### src/rtl/shift_reg_univ.sv
// Universal shift register with direct-mode operations and a counted
// multi-cycle burst of any shift/rotate op.
//
// state | meaning
// IDLE  | ops applied directly each edge; a start with a shift op launches a burst
// RUN   | latched shift op applied once per edge until the remaining count expires
// DONE  | one-cycle completion pulse, Q held, then back to IDLE
module shift_reg_univ #(
  parameter int WIDTH = 8,
  parameter int CNT_W = 4
) (
  input  logic             clk,
  input  logic             rst_n,
  input  logic [2:0]       op,
  input  logic             ser_in,
  input  logic [WIDTH-1:0] par_in,
  input  logic             start,
  input  logic [CNT_W-1:0] count,
  output logic [WIDTH-1:0] Q,
  output logic             ser_out,
  output logic             busy,
  output logic             done
);

  localparam logic [1:0] IDLE = 2'd0;
  localparam logic [1:0] RUN  = 2'd1;
  localparam logic [1:0] DONE = 2'd2;

  localparam logic [2:0] OP_HOLD  = 3'b000;
  localparam logic [2:0] OP_SHL   = 3'b001;
  localparam logic [2:0] OP_SHR   = 3'b010;
  localparam logic [2:0] OP_ROL   = 3'b011;
  localparam logic [2:0] OP_ROR   = 3'b100;
  localparam logic [2:0] OP_ASR   = 3'b101;
  localparam logic [2:0] OP_LOAD  = 3'b110;
  localparam logic [2:0] OP_CLEAR = 3'b111;

  localparam logic [CNT_W-1:0] CNT_ONE = {{(CNT_W-1){1'b0}}, 1'b1};

  logic [1:0]       state;
  logic [2:0]       op_lat;
  logic [CNT_W-1:0] cnt_rem;
  logic [WIDTH-1:0] q_reg;
  logic [2:0]       sel_op;
  logic [WIDTH-1:0] sh_q;
  logic             sh_bit;
  logic             op_is_shift;

  assign Q = q_reg;
  assign op_is_shift = (op >= OP_SHL) && (op <= OP_ASR);

  // Shift/rotate result and ejected bit for the op in effect this cycle
  always_comb begin
    sel_op = (state == RUN) ? op_lat : op;
    sh_q   = q_reg;
    sh_bit = 1'b0;
    case (sel_op)
      OP_SHL: begin sh_q = {q_reg[WIDTH-2:0], ser_in};        sh_bit = q_reg[WIDTH-1]; end
      OP_SHR: begin sh_q = {ser_in, q_reg[WIDTH-1:1]};        sh_bit = q_reg[0];       end
      OP_ROL: begin sh_q = {q_reg[WIDTH-2:0], q_reg[WIDTH-1]}; sh_bit = q_reg[WIDTH-1]; end
      OP_ROR: begin sh_q = {q_reg[0], q_reg[WIDTH-1:1]};      sh_bit = q_reg[0];       end
      OP_ASR: begin sh_q = {q_reg[WIDTH-1], q_reg[WIDTH-1:1]}; sh_bit = q_reg[0];      end
      default: begin sh_q = q_reg; sh_bit = 1'b0; end
    endcase
  end

  // FSM, data register and registered status outputs
  always_ff @(posedge clk or negedge rst_n) begin
    if (!rst_n) begin
      state   <= IDLE;
      op_lat  <= OP_HOLD;
      cnt_rem <= '0;
      q_reg   <= '0;
      ser_out <= 1'b0;
      busy    <= 1'b0;
      done    <= 1'b0;
    end else begin
      case (state)
        IDLE: begin
          if (start && op_is_shift) begin
            if (count != '0) begin
              op_lat  <= op;
              cnt_rem <= count;
              state   <= RUN;
              busy    <= 1'b1;
            end else begin
              state <= DONE;
              done  <= 1'b1;
            end
          end else begin
            case (op)
              OP_HOLD:  ;
              OP_LOAD:  q_reg <= par_in;
              OP_CLEAR: q_reg <= '0;
              default: begin
                q_reg   <= sh_q;
                ser_out <= sh_bit;
              end
            endcase
          end
        end
        RUN: begin
          q_reg   <= sh_q;
          ser_out <= sh_bit;
          cnt_rem <= cnt_rem - CNT_ONE;
          if (cnt_rem == CNT_ONE) begin
            state <= DONE;
            busy  <= 1'b0;
            done  <= 1'b1;
          end
        end
        DONE: begin
          state <= IDLE;
          done  <= 1'b0;
        end
        default: begin
          state <= IDLE;
          busy  <= 1'b0;
          done  <= 1'b0;
        end
      endcase
    end
  end

endmodule

### config.mk
export PLATFORM = sky130hd
export DESIGN_NAME = shift_reg_univ
export DESIGN_NICKNAME = d
export VERILOG_FILES = /design/src/rtl/shift_reg_univ.sv
export SDC_FILE = /design/constraint.sdc
export NUM_CORES = 1
export LEC_CHECK = 0
export CORE_AREA = 2 2 77 64
export DETAILED_ROUTE_END_ITERATION = 10
export DIE_AREA = 0 0 79 66
export MAX_ROUTING_LAYER = met4
export PLACE_DENSITY = 0.52
export SLEW_MARGIN = 10
export SYNTH_ARGS = -nofsm -noshare
export SYNTH_HDL_FRONTEND = slang
export SYNTH_SLANG_ARGS = --single-unit
### constraint.sdc
create_clock -name clk -period 1.5 [get_ports clk]
set_clock_uncertainty 0.05 [all_clocks]
set_input_delay 0.3 -clock clk [delete_from_list [all_inputs] [get_ports clk]]
set_output_delay 0.3 -clock clk [all_outputs]
set_load 0.005 [all_outputs]
==> results of run 1 <==
==> timing repair <==
item,4_1_cts,5_1_grt
pin swaps,17,9
buffers inserted,19,2
setup endpoints to repair,29,20
gates resized for setup,44,16
hold endpoints to repair,0,0
==> area by class of cell <==
type                    instances  area (um2)  area share, %
inverters                       7        26.3           1.13
clock inverters                 1        30.0           1.29
multi-input cells             100         866           37.2
flip-flops and latches         20         503           21.6
well taps                      60        75.1           3.22
clock buffers                   3        41.3           1.77
repair buffers                 91         787           33.8
==> synthesized netlist by cell type, types with 2 or more instances <==
| cell | number | area, um2 |
|---|---|---|
| dfrtp_1 | 20 | 500 |
| a21oi_1 | 12 | 60.1 |
| o21ai_0 | 9 | 45.0 |
| nand2_1 | 8 | 30.0 |
| inv_1 | 7 | 26.3 |
| nor3_1 | 7 | 35.0 |
| a222oi_1 | 6 | 60.1 |
| nor2_1 | 5 | 18.8 |
| a211oi_1 | 4 | 30.0 |
| clkbuf_1 | 4 | 15.0 |
| mux2_2 | 4 | 45.0 |
| mux2i_1 | 4 | 40.0 |
| nand3_1 | 4 | 20.0 |
| buf_2 | 3 | 15.0 |
| nor2b_1 | 3 | 18.8 |
| buf_4 | 2 | 15.0 |
| ha_1 | 2 | 25.0 |
| nand2b_1 | 2 | 12.5 |
| nor3b_1 | 2 | 15.0 |
| o211ai_1 | 2 | 15.0 |
| o311ai_0 | 2 | 17.5 |
| o31ai_1 | 2 | 15.0 |
==> routing by layer <==
layer,up-vias,track usage (%),part of all wire (%)
li1,699,-,-
met1,704,24.6,49
met2,30,28.5,47
met3,2,3.28,3.2
met4,0,4.53,0.68
met5,-,-,0
==> power groups by stage <==
| stage | sequential (mW) | combinational [mW] | clock, mW |
|---|---|---|---|
| final | 0.981 | 2.82 | 0.561 |
| after detailed placement | 1.04 | 2.08 | 0 |
| after global placement | 1.02 | 2.05 | 0 |
| after global routing | 1.02 | 3.07 | 0.580 |
| after floorplan | 0.967 | 1.17 | 0 |
| after CTS | 0.984 | 2.62 | 0.567 |
==> state kept, by name, summed over array words and instances (netlist names) <==
| name | count |
|---|---|
| Q | 8 |
| busy | 1 |
| cnt_rem | 4 |
| done | 1 |
| op_lat | 3 |
| ser_out | 1 |
| state | 2 |
==> per-stage QoR <==
step | util (%) | power, mW | hold WS [ns] | instances | TNS, ns
after global routing | 52.2 | 4.67 | 0.363 | 282 | -1.92
after floorplan | - | 2.13 | -0.0456 | 138 | -1.04
final | 52.2 | 4.36 | 0.325 | 282 | -0.898
after CTS | 50.7 | 4.17 | 0.335 | 280 | -0.945
after global placement | 43.8 | 3.07 | 0.446 | 258 | -10.34
after detailed placement | 43.8 | 3.12 | 0.466 | 258 | -10.37
==> cell usage in the layout (no fill, tap or decap), types with 5 or more instances in the layout <==
cell             count
inv_1                7
a21oi_1              8
a222oi_1             6
dlygate4sd2_1        7
clkdlybuf4s50_1     16
nor2_1               5
nand2_1              7
dfrtp_1             18
buf_6               10
o21ai_1              6
buf_4               52
==> final timing paths <==
| path | start | to | slack (ns) | cells after the start |
|---|---|---|---|---|
| min in group clk | op[2] | op_lat[2] | 0.41 | 3 |
| worst max register to register | state[1] | Q[0] | -0.12 | 6 |
| max in group asynchronous | rst_n | Q[7] | 0.84 | 2 |
| worst min-delay path | rst_n | cnt_rem[2] | 0.32 | 2 |
| worst max-delay path | state[1] | Q[0] | -0.12 | 6 |
| worst min register to register | ser_out | ser_out | 0.47 | 2 |
==> cell families (layout without fill, tap and decap cells) <==
group                      Yosys count  in the layout  share of synthesized area [%]
buffers and inverters               18            102                           6.61
adders and majority gates            2              2                           1.92
AOI/OAI and AO/OA                   50             50                           27.5
DFF                                 20             20                           38.4
and+or+nand+nor                     39             39                           17.9
muxes                                9              9                           7.67
==> metrics.cfg, run 1 <==
[run_status]
status=finished, violations left
violations=setup timing

[clock_tree]
cts_inserted_buffers=3
root_buffer=clkbuf_8
clk_pin_slew_worst_paths_ns=0.09
htree_levels=1
cts_tree=built
clock_path_buffers=2
holdBufCountCts=0
insertion_delay_ns=0.26
cts.sinks=20

[die]
start_util_pct=29.3
die_y_um=66
rows=22
die_x_um=79
core_mm2=0.00446
io_pins=30
die_area_mm2=0.00521

[timing]
fin_crit_ns=1.62
fmax_ghz=0.618
maxSlewHeadroom_pct=77.3
layout_setup_ws_ns=-0.119
maxSlewViolCount=0
setup_violations=13
rsz0062_at_grt=yes
hold_viol=0
fin_crit_sh_pct=108
tightestPinTransition_ns=0.341

[global_routing]
antenna_found_initial=0
grt_pass1_wl_um=7190
grt_overflow=0
grt_max_degree=21
grt_use_total_pct=18.2
first_global_vias=1475

[synthesis]
synth.distinct_cells=46
synth_edf_count=0
syn_area_mm2=0.00131
ys_ff_latch=20
avgSynthCellArea_um2=9.46
synth-main-ff-cell=dfrtp_1
async_flop_share_pct=100
yosys_warnings=0
ys_seq_area_share_pct=38.4
synthCells=138
synth_fp_nets=159

[finish]
diodes=0
finalNetCount=244
drive_gt1_share_pct=45.9
final_area_mm2=0.00233
syn2layout_area_growth_pct=78.4
fillCellCount=417

[pwr]
peakVddDrop_uv=747
p_comb_share_pct=64.6
clockPowerShare_pct=12.9
intPower_mw=2.74
total_leakage_power_nw=1.05
p_switching_mw=1.62
p_sw_share_pct=37.2
powerDensity_mw_per_mm2=1870
pwr-share-seq_pct=22.5

[detailed_routing]
wirelength_um=4250
vias=1435
wl_per_cell_um=15.1
antenna_left=0
initialDrtViolationCount=99
drtPass1Iterations=5
route.detailed.drc=0
viasPerCell=5.09

[setup_path]
start_kind=register
crit_path_end_kind=register
required_ns=1.64
critPathBufInv=1
slowest_delay_ns=0.43
worstPathArrival_ns=1.76
path_delay_family=flip-flops
critical_path.max_fanout=5
critPathKind=reg2reg
crit_slowest_cell=dfrtp_1
crit_chain=buf_6 > nand2b_4 > mux2i_4 > mux2i_2 > a221o_1 > a21oi_1

[placed_design]
dp_worst_setup_slack_ns=-0.614
dp.final_hpwl_um=2910
port_buffers=29
place_area_mm2=0.00195
gp_congestion=0.945

[run]
cap_violations=0

[hold_path]
hp-class=in2async

(Power assumes the default switching activity.)
==> run 2: changes to the inputs <==
- CORE_AREA: 2 2 77 64 -> 2 2 64 54
- DIE_AREA: 0 0 79 66 -> 0 0 66 56
- GPL_TIMING_DRIVEN: not set -> 1
- PLACE_DENSITY: 0.52 -> 0.71
==> run 2 against run 1 <==
- the run still ends with setup timing left
- worst setup slack worse by 0.034 ns
- sequential share of layout area is 0.76 points higher
- sequential power is 1% higher
- critical path type is now in2reg
- largest power group unchanged
==> metrics.cfg, run 2 (synthesis gave the netlist of run 1 again) <==
[timing]
fmax_ghz=0.605  ; -2.1%
maxSlewHeadroom_pct=75.9  ; -1.3 points
maxSlewViolCount=0  ; unchanged
fin_crit_ns=1.65  ; +0.0344 ns
setup_violations=13  ; unchanged
layout_setup_ws_ns=-0.154  ; -0.0344 ns
fin_crit_sh_pct=110  ; +2.3 points
tightestPinTransition_ns=0.361  ; +0.0202 ns
rsz0062_at_grt=yes
hold_viol=0  ; unchanged

[setup_path]
critPathKind=in2reg
critical_path.max_fanout=8  ; +3
crit_chain=clkdlybuf4s15_2 > buf_4 > or4_1 > a21o_1 > o31ai_1 > a221o_1 > a21oi_1
crit_path_end_kind=register
crit_slowest_cell=or4_1
required_ns=1.61  ; -0.03 ns
start_kind=primary input
worstPathArrival_ns=1.76  ; about the same
slowest_delay_ns=0.54  ; +0.11 ns

[placed_design]
port_buffers=29  ; unchanged
post-place-cells=235  ; -8.9%
gp_congestion=0.928  ; -1.8%
dp.final_hpwl_um=2980  ; +2.4%

[clock_tree]
clk_pin_slew_worst_paths_ns=0.08  ; about the same
root_buffer=clkbuf_8
cts_inserted_buffers=3  ; unchanged
clock_path_buffers=2  ; unchanged
cts_tree=built
cts.sinks=20  ; unchanged
htree_levels=1  ; unchanged
insertion_delay_ns=0.27  ; about the same
holdBufCountCts=0  ; unchanged

[finish]
finalNetCount=234  ; -4.1%
diodes=0  ; unchanged
mostFrequentLayoutCell=buf_4
drive_gt1_share_pct=41.0  ; -4.9 points
stdcell_count=252  ; -11%
layout_common_cells=buf_4, dfrtp_1, clkdlybuf4s50_1
largest_reg_flops=8  ; unchanged
syn2layout_area_growth_pct=71.5

[die]
die_y_um=56  ; -15%
die_area_mm2=0.00370  ; -29%
core_mm2=0.00302  ; -32%
die_x_um=66  ; -16%
io_pins=30  ; unchanged
rows=18  ; -18%
start_util_pct=43.2  ; +14 points

[pwr]
total_leakage_power_nw=1.02  ; -2.7%
peakVddDrop_uv=1020  ; +37%
p_total_mw=4.23  ; -2.9%
powerDensity_mw_per_mm2=1890  ; +0.96%

[detailed_routing]
initialDrtViolationCount=75  ; -24%
antenna_left=0  ; unchanged
drtPass1Iterations=5  ; unchanged
wl_per_cell_um=18.4  ; +22%
viasPerCell=6.08  ; +19%
vias=1532  ; +6.8%
route.detailed.drc=0  ; unchanged
wirelength_um=4630  ; +9.1%

[global_routing]
antenna_found_initial=0  ; unchanged
grt_overflow=0  ; unchanged
grt_max_degree=21  ; unchanged
grt_use_total_pct=24.5  ; +6.3 points
grt_pass1_wl_um=6980  ; -2.9%
first_global_vias=1454  ; -1.4%

[run_status]
violations=setup timing
status=finished, violations left

[run]
cap_violations=0  ; unchanged

[hold_path]
hp-class=in2async

run 2: changes by cell type in the layout (fill, tap and decap cells not counted), moves of 2 or more:
cell             change
buf_6                -2
nor3b_2              +2
mux2i_1              +2
a21oi_2              -2
dfrtp_1              +2
dfrtp_2              -2
clkdlybuf4s15_2      +2
nor3b_1              -2
buf_4                -9
run 2: timing repair:
action / CTS / global route
gates resized for setup: 33 / 23
setup buffers: 12 / 2
setup endpoints to repair: 29 / 23
pin swaps: 10 / 15
run 2: worst paths after layout:
check	start	to	slack, ns	cells after the start
min in group clk	done	done	0.48	2
worst max register to register	state[1]	Q[3]	-0.14	6
max in group asynchronous	rst_n	Q[3]	0.84	2
worst min register to register	done	done	0.48	2
worst min-delay path	rst_n	op_lat[0]	0.33	2
worst max-delay path	op[2]	Q[0]	-0.15	7
run 2: per-layer routing:
| layer | GRT usage, % | part of all wire, % | wire length (um) |
|---|---|---|---|
| met1 | 31.2 | 40 | 1870 |
| met4 | 4.96 | 2.7 | 123 |
| met5 | - | 0 | 0 |
| met3 | 3.85 | 5.4 | 251 |
| met2 | 41.4 | 52 | 2390 |
run 2: power by group:
part | switching (mW) | internal, mW | total, mW
registers | 0.217 | 0.778 | 0.995
clock network | 0.197 | 0.356 | 0.553
logic | 1.23 | 1.46 | 2.69
total | 1.64 | 2.59 | 4.23
run 2: area by class of cell:
cell class,instances,area [um2]
Timing Repair Buffer,81,727
Inverter,7,26.3
Multi-Input combinational cell,100,863
Clock buffer,3,41.3
Sequential cell,20,500
Fill cell,214,779
Clock inverter,1,30.0
Tap cell,40,50.0
run 2: through the flow:
stage          setup WS [ns]  hold WS [ns]  instance area, um2  util, %  TNS (ns)
6_report              -0.154         0.333                2240     74.2     -1.21
5_1_grt               -0.223         0.364                2240     74.2     -2.10
3_3_place_gp          -0.599         0.453                1910     63.2     -9.89
4_1_cts               -0.120         0.340                2110     70.1    -0.961
3_5_place_dp          -0.664         0.459                1910     63.2    -10.98
2_1_floorplan         -0.174       -0.0456                1340        -     -1.04
run 2: worst max-delay path: cells and delay by family:
family                 cells  cell delay (ns)
and+or+nand+nor            1             0.54
buffers and inverters      2             0.40
AOI/OAI and AO/OA          4             0.53
